<file path="config.mk">
export PLATFORM = sky130hd
export DESIGN_NAME = regread_initiator
export DESIGN_NICKNAME = d
export VERILOG_FILES = /design/src/rtl/opfetch_pkg.sv /design/src/rtl/sync2.sv /design/src/rtl/regread_initiator.sv
export SDC_FILE = /design/constraint.sdc
export NUM_CORES = 1
export LEC_CHECK = 0
export BUFFER_PORTS_ARGS = -buffer_cell sky130_fd_sc_hd__buf_4
export CAP_MARGIN = 0
export CORE_MARGIN = 3
export CORE_UTILIZATION = 50
export CTS_CLUSTER_SIZE = 28
export DETAILED_ROUTE_END_ITERATION = 6
export GPL_ROUTABILITY_DRIVEN = 0
export GPL_TIMING_DRIVEN = 0
export MAX_ROUTING_LAYER = met4
export PLACE_DENSITY = 0.87
export REMOVE_ABC_BUFFERS = 1
export SETUP_SLACK_MARGIN = 0.3
export SYNTH_ARGS = -nofsm -noshare
export SYNTH_HDL_FRONTEND = slang
export SYNTH_SLANG_ARGS = --single-unit
</file>
<file path="constraint.sdc">
create_clock -name clk -period 3 [get_ports clk]
set_input_delay 0.45 -clock clk [delete_from_list [all_inputs] [get_ports clk]]
set_output_delay 0.45 -clock clk [all_outputs]
set_load 0.03 [all_outputs]
</file>
<file path="src/rtl/opfetch_pkg.sv">
// Shared types and constants for the register-bank read initiator (regread_initiator).
// Holds the FSM state enum, slot indices, bus widths and slot selection helpers.
package opfetch_pkg;

    localparam int unsigned ADDR_W    = 4;
    localparam int unsigned DATA_W    = 32;
    localparam int unsigned NUM_SLOTS = 3;

    localparam logic [1:0] SLOT_A = 2'd0;
    localparam logic [1:0] SLOT_B = 2'd1;
    localparam logic [1:0] SLOT_C = 2'd2;

    typedef enum logic [2:0] {
        IDLE,
        REQ,
        WAIT,
        CAPT,
        OUT
    } state_e;

    // Lowest enabled slot wins, giving the fixed A, B, C read order.
    function automatic logic [1:0] lowest_slot(input logic [NUM_SLOTS-1:0] mask);
        if (mask[0]) begin
            return SLOT_A;
        end else if (mask[1]) begin
            return SLOT_B;
        end else begin
            return SLOT_C;
        end
    endfunction

    function automatic logic [ADDR_W-1:0] slot_addr(input logic [NUM_SLOTS*ADDR_W-1:0] addrs,
                                                    input logic [1:0] slot);
        case (slot)
            SLOT_A:  return addrs[3:0];
            SLOT_B:  return addrs[7:4];
            default: return addrs[11:8];
        endcase
    endfunction

endpackage

</file>
<file path="src/rtl/sync2.sv">
// Two-flop synchronizer bringing the bank's asynchronous ready level into the clk domain.
module sync2 (
    input  logic clk,
    input  logic rst_n,
    input  logic d,
    output logic q
);

    logic stage1_q;
    logic stage2_q;

    always_ff @(posedge clk or negedge rst_n) begin
        if (!rst_n) begin
            stage1_q <= 1'b0;
            stage2_q <= 1'b0;
        end else begin
            stage1_q <= d;
            stage2_q <= stage1_q;
        end
    end

    assign q = stage2_q;

endmodule

</file>
<file path="src/rtl/regread_initiator.sv">
// Fetches up to three operands from the register bank through its toggle-triggered read port.
// Optional WAIT timeout with sticky errOut is enabled by defining OPFETCH_TIMEOUT_EN.
module regread_initiator
    import opfetch_pkg::*;
#(
    parameter int unsigned SETTLE_CYC  = 3,
    parameter int unsigned TIMEOUT_CYC = 64
) (
    input  logic                          clk,
    input  logic                          rst_n,
    input  logic                          reqValid,
    output logic                          reqReady,
    input  logic [NUM_SLOTS-1:0]          reqMask,
    input  logic [NUM_SLOTS*ADDR_W-1:0]   reqAddr,
    output logic                          opValid,
    input  logic                          opReady,
    output logic [DATA_W-1:0]             opA,
    output logic [DATA_W-1:0]             opB,
    output logic [DATA_W-1:0]             opC,
    output logic                          rbTrigger,
    output logic [ADDR_W-1:0]             rbAddr,
    input  logic                          rbReady,
    input  logic [DATA_W-1:0]             rbData,
    output logic                          busy,
    output logic                          errOut
);

    localparam logic [3:0] SETTLE_LIM = 4'(SETTLE_CYC);

    state_e                              state_q, state_d;
    logic [NUM_SLOTS-1:0]                mask_q, mask_d;
    logic [NUM_SLOTS*ADDR_W-1:0]         addr_q, addr_d;
    logic [1:0]                          slot_q, slot_d;
    logic [ADDR_W-1:0]                   rb_addr_q, rb_addr_d;
    logic                                rb_trig_q, rb_trig_d;
    logic [3:0]                          settle_q, settle_d;
    logic [NUM_SLOTS-1:0][DATA_W-1:0]    op_q, op_d;
    logic                                rdy_sync;

    logic                                cap_en;
    logic [DATA_W-1:0]                   cap_word;
    logic [NUM_SLOTS-1:0]                rem_mask;
    logic [1:0]                          next_slot;

`ifdef OPFETCH_TIMEOUT_EN
    localparam int unsigned TMO_W = $clog2(TIMEOUT_CYC + 1);
    localparam logic [TMO_W-1:0] TMO_LIM = TMO_W'(TIMEOUT_CYC - 1);

    logic [TMO_W-1:0] tmo_q, tmo_d;
    logic             err_q, err_d;
`endif

    sync2 u_rdy_sync (
        .clk   (clk),
        .rst_n (rst_n),
        .d     (rbReady),
        .q     (rdy_sync)
    );

    always_comb begin
        state_d   = state_q;
        mask_d    = mask_q;
        addr_d    = addr_q;
        slot_d    = slot_q;
        rb_addr_d = rb_addr_q;
        rb_trig_d = rb_trig_q;
        settle_d  = settle_q;
        op_d      = op_q;
        cap_en    = 1'b0;
        cap_word  = '0;
        rem_mask  = '0;
        next_slot = SLOT_A;
`ifdef OPFETCH_TIMEOUT_EN
        tmo_d     = tmo_q;
        err_d     = err_q;
`endif

        case (state_q)
            IDLE: begin
                if (reqValid) begin
                    mask_d = reqMask;
                    addr_d = reqAddr;
                    op_d   = '0;
                    if (reqMask == '0) begin
                        state_d = OUT;
                    end else begin
                        next_slot = lowest_slot(reqMask);
                        slot_d    = next_slot;
                        rb_addr_d = slot_addr(reqAddr, next_slot);
                        state_d   = REQ;
                    end
                end
            end
            REQ: begin
                rb_trig_d = ~rb_trig_q;
                settle_d  = '0;
`ifdef OPFETCH_TIMEOUT_EN
                tmo_d     = '0;
`endif
                state_d   = WAIT;
            end
            WAIT: begin
                if (settle_q != '1) begin
                    settle_d = settle_q + 4'd1;
                end
`ifdef OPFETCH_TIMEOUT_EN
                tmo_d = tmo_q + 1'b1;
`endif
                if (settle_q >= SETTLE_LIM && rdy_sync) begin
                    state_d = CAPT;
`ifdef OPFETCH_TIMEOUT_EN
                end else if (tmo_q == TMO_LIM) begin
                    // Timed-out slot completes here directly, skipping CAPT.
                    cap_en   = 1'b1;
                    cap_word = '0;
                    err_d    = 1'b1;
`endif
                end
            end
            CAPT: begin
                cap_en   = 1'b1;
                cap_word = rbData;
            end
            OUT: begin
                if (opReady) begin
                    state_d = IDLE;
                end
            end
            default: begin
                state_d = IDLE;
            end
        endcase

        if (cap_en) begin
            op_d[slot_q] = cap_word;
            rem_mask     = mask_q & ~(3'b001 << slot_q);
            mask_d       = rem_mask;
            if (rem_mask != '0) begin
                next_slot = lowest_slot(rem_mask);
                slot_d    = next_slot;
                rb_addr_d = slot_addr(addr_q, next_slot);
                state_d   = REQ;
            end else begin
                state_d   = OUT;
            end
        end
    end

    always_ff @(posedge clk or negedge rst_n) begin
        if (!rst_n) begin
            state_q   <= IDLE;
            mask_q    <= '0;
            addr_q    <= '0;
            slot_q    <= SLOT_A;
            rb_addr_q <= '0;
            rb_trig_q <= 1'b0;
            settle_q  <= '0;
            op_q      <= '0;
`ifdef OPFETCH_TIMEOUT_EN
            tmo_q     <= '0;
            err_q     <= 1'b0;
`endif
        end else begin
            state_q   <= state_d;
            mask_q    <= mask_d;
            addr_q    <= addr_d;
            slot_q    <= slot_d;
            rb_addr_q <= rb_addr_d;
            rb_trig_q <= rb_trig_d;
            settle_q  <= settle_d;
            op_q      <= op_d;
`ifdef OPFETCH_TIMEOUT_EN
            tmo_q     <= tmo_d;
            err_q     <= err_d;
`endif
        end
    end

    assign reqReady  = (state_q == IDLE);
    assign busy      = (state_q != IDLE);
    assign opValid   = (state_q == OUT);
    assign opA       = op_q[SLOT_A];
    assign opB       = op_q[SLOT_B];
    assign opC       = op_q[SLOT_C];
    assign rbTrigger = rb_trig_q;
    assign rbAddr    = rb_addr_q;

`ifdef OPFETCH_TIMEOUT_EN
    assign errOut = err_q;
`else
    assign errOut = 1'b0;
`endif

endmodule

</file>
==> results.md <==
* Status: finished, final reports clean
* Mapped Area at 0.005035 mm²
* Total GRT Usage at 26.70%
* Ratio of cells with drive above 1 in the final layout at 35.74%
* Skew-Pair Late Insertion Delay at 0.50 ns
* GRT Residual Overflow at 0
* Leak pwr at 3.683 nW
* Crit end category: register
* Final-report hold violation count at 0
* Syn avg cell area at 12.40 µm²
* MaxCap Viol Count at 0
* Die footprint at 0.01131 mm²
* Top cell by count, worst path: nor2_4
* Slowest-stage cell, CP: nor2_4
* Maximum root-to-sink buffer count at 2
* FFs w/ async S/R, synth at 100.0%
* Clock Skew at 0.008531 ns
* Register area share after synthesis at 63.12%
* Worst-path fanout max at 33
* Worst hold path class: input port to register
* Filler cells at 612
* Fmax at 424.8 MHz
* CP max stage delay at 0.77 ns
* Share of Yosys cell area claimed by the top area cell type at 63.12%
* Startpoint types: register
* Post-synth top cells: dfrtp_1, a22o_1, nand2_1
* Core ar. at 0.009503 mm²
* CP arrival at 2.79 ns
* Largest cells by area after synthesis: dfrtp_1, a22o_1, nand2_1
* Clk Tree Root Cell: clkbuf_8
* DRC errors left at 0
* Cells after synthesis at 406
* Worst-path clk slew at 0.06 ns
* Final slew viol count at 0
* Worst path cell trace: nand3b_4, nor2_4, buf_16, nor2_4, a22o_1
* H-tree depth at 4
* Initial antenna violation count at 0
* IO Pins at 157
* Final setup violating endpoints at 0
* PD cells at 1279 mW/mm²
* Vias in the first global route at 4340
* Post-detail-place hpwl at 9.241 mm
* Synth unique cells at 41
* RSZ-0062 raised after global routing: false
* Warning count from the yosys run at 0
* CP Class: register to register
* Die height at 106.3 µm
* Number of synthesized register bits at 127
* Routed vias/inst at 5.888
* Number of enable flip-flop cells after synthesis at 0
* Synth area leader: dfrtp_1
* Chip width at 106.3 µm
* Most frequent cell after synthesis: dfrtp_1
* Avg WL per Cell at 20.42 µm
* Routed wire length at 14.23 mm
* First-pass GRT wire length at 22.93 mm
* Final ANT Viol Nets at 0
* Minimum clock period at 2.354 ns
* Critical Path RT at 3.44 ns
* Top_reg_cell synth: dfrtp_1
* Slew @ Worst Pin at 1.012 ns
* CTS tree: done
* Final period util at 78.47%
* I/O Buffers at 155
* Worst setup margin at 0.6459 ns
* TritonCTS buffer count at 17
* # rows at 35
* NumNets Final at 608
* Sink Count at 127
* Rel. slew slack at 32.39%
* Vias at 4104
* 1st-iter DRT viols at 241
* Antenna Cells at 0
* Setup WS pre-CTS at 0.7022 ns
* Area growth, synth to finish at 40.21%
* DRT Pass-1 Iters at 4
* Hold Worst Slack at 0.06004 ns
* Peak supply drop at 693.9 µV
* Largest net degree at the start of global routing at 104
* Starting Density at 52.98%
==> state kept, by name, summed over array words and instances (netlist names) <==
| register | flops |
|---|---|
| addr_q | 12 |
| state_q | 3 |
| rbAddr | 4 |
| mask_q | 3 |
| settle_q | 4 |
| rbTrigger | 1 |
| opC | 32 |
| u_rdy_sync.stage1_q | 1 |
| opA | 32 |
| u_rdy_sync.q | 1 |
| opB | 32 |
| slot_q | 2 |
==> metal layers <==
layer / global-route usage [%] / share of wire, % / vias up
met5: - / 0 / -
met1: 33.48 / 41 / 2027
met2: 42.31 / 48 / 254
met4: 9.528 / 2.0 / 0
met3: 6.922 / 9.0 / 27
li1: - / - / 1796
==> kinds of logic (layout without fill, tap and decap cells) <==
kind of cell	after synthesis	in the layout	synth area share, %
mux	13	13	2.584
buf+inv	35	197	3.181
compound gates	128	128	20.80
flops	127	127	63.12
fa+ha+maj	1	1	0.2485
simple gates	97	97	9.294
xor+xnor	4	4	0.6960
other cells	1	1	0.07448
==> power by group <==
group	total [W]	leakage [nW]	switching, W	internal (W)
Sequential	0.00295	1.70	0.000552	0.00240
Clock	0.00222	0.310	0.000775	0.00145
Combinational	0.00385	1.67	0.00236	0.00149
Total	0.00903	3.68	0.00369	0.00534
==> what timing repair did <==
action	4_1_cts	5_1_grt
endpoints found under the hold margin	24	0
setup buffers	0	0
hold buffers	1	0
gates resized for setup	0	0
==> layout by cell type (no fill, tap or decap), types with 2 or more instances in the layout <==
master / count
buf_4: 154
dfrtp_1: 127
a22o_1: 97
nand2_1: 48
clkbuf_16: 16
nor2_1: 14
mux2i_1: 13
nand3_1: 8
o21ai_0: 8
o21ai_1: 6
nor2_4: 5
a21oi_1: 5
bufinv_16: 5
nor3_1: 4
a31o_1: 4
inv_6: 4
buf_16: 4
inv_1: 3
nand2b_1: 3
xor2_1: 3
clkinv_4: 3
a21o_1: 2
and3_1: 2
nor3b_1: 2
nand3b_1: 2
clkinvlp_4: 2
buf_6: 2
==> critical path, delay by kind of cell (launching register included) <==
family | cells | cell delay, ns
and+or+nand+nor | 3 | 1.23
AOI/OAI and AO/OA | 1 | 0.26
DFF | 1 | 0.58
buffers and inverters | 1 | 0.20
==> metrics by stage <==
step                      setup TNS [ns]  area, µm²  util [%]  instances  power [W]
after global placement           -208.27       6211     65.36        658   0.006522
after floorplan                        0       4886         -        374   0.005130
after detailed placement               0       6404     67.39        664   0.006765
after CTS                              0       7059     74.29        697   0.009036
final                                  0       7059     74.29        697   0.009026
after global routing                   0       7059     74.29        697   0.009417
==> worst paths after layout <==
kind	slack (ns)	startpoint	cells after the start	endpoint
setup reg to reg	0.65	state_q[2]$_DFFE_PN0P_	5	opC[23]$_DFF_PN0_
setup / recovery	0.65	state_q[2]$_DFFE_PN0P_	5	opC[23]$_DFF_PN0_
min in group asynchronous	0.37	rst_n	2	opB[12]$_DFF_PN0_
max in group asynchronous	1.86	rst_n	3	mask_q[0]$_DFFE_PN0P_
hold reg to reg	0.36	u_rdy_sync.stage1_q$_DFF_PN0_	0	u_rdy_sync.q$_DFF_PN0_
hold / removal	0.06	rbReady	1	u_rdy_sync.stage1_q$_DFF_PN0_
==> cell type report <==
class	count	area, µm²	share of cell area (%)
timing repair buffer	162	1314	18.61
sequential	127	3178	45.02
inverter	3	11.26	0.1595
tap	129	161.4	2.286
multi-input combinational	244	1749	24.78
clock buffer	17	414.1	5.867
clock inverter	15	231.5	3.279
No activity file was read; power rests on OpenSTA's default activity.
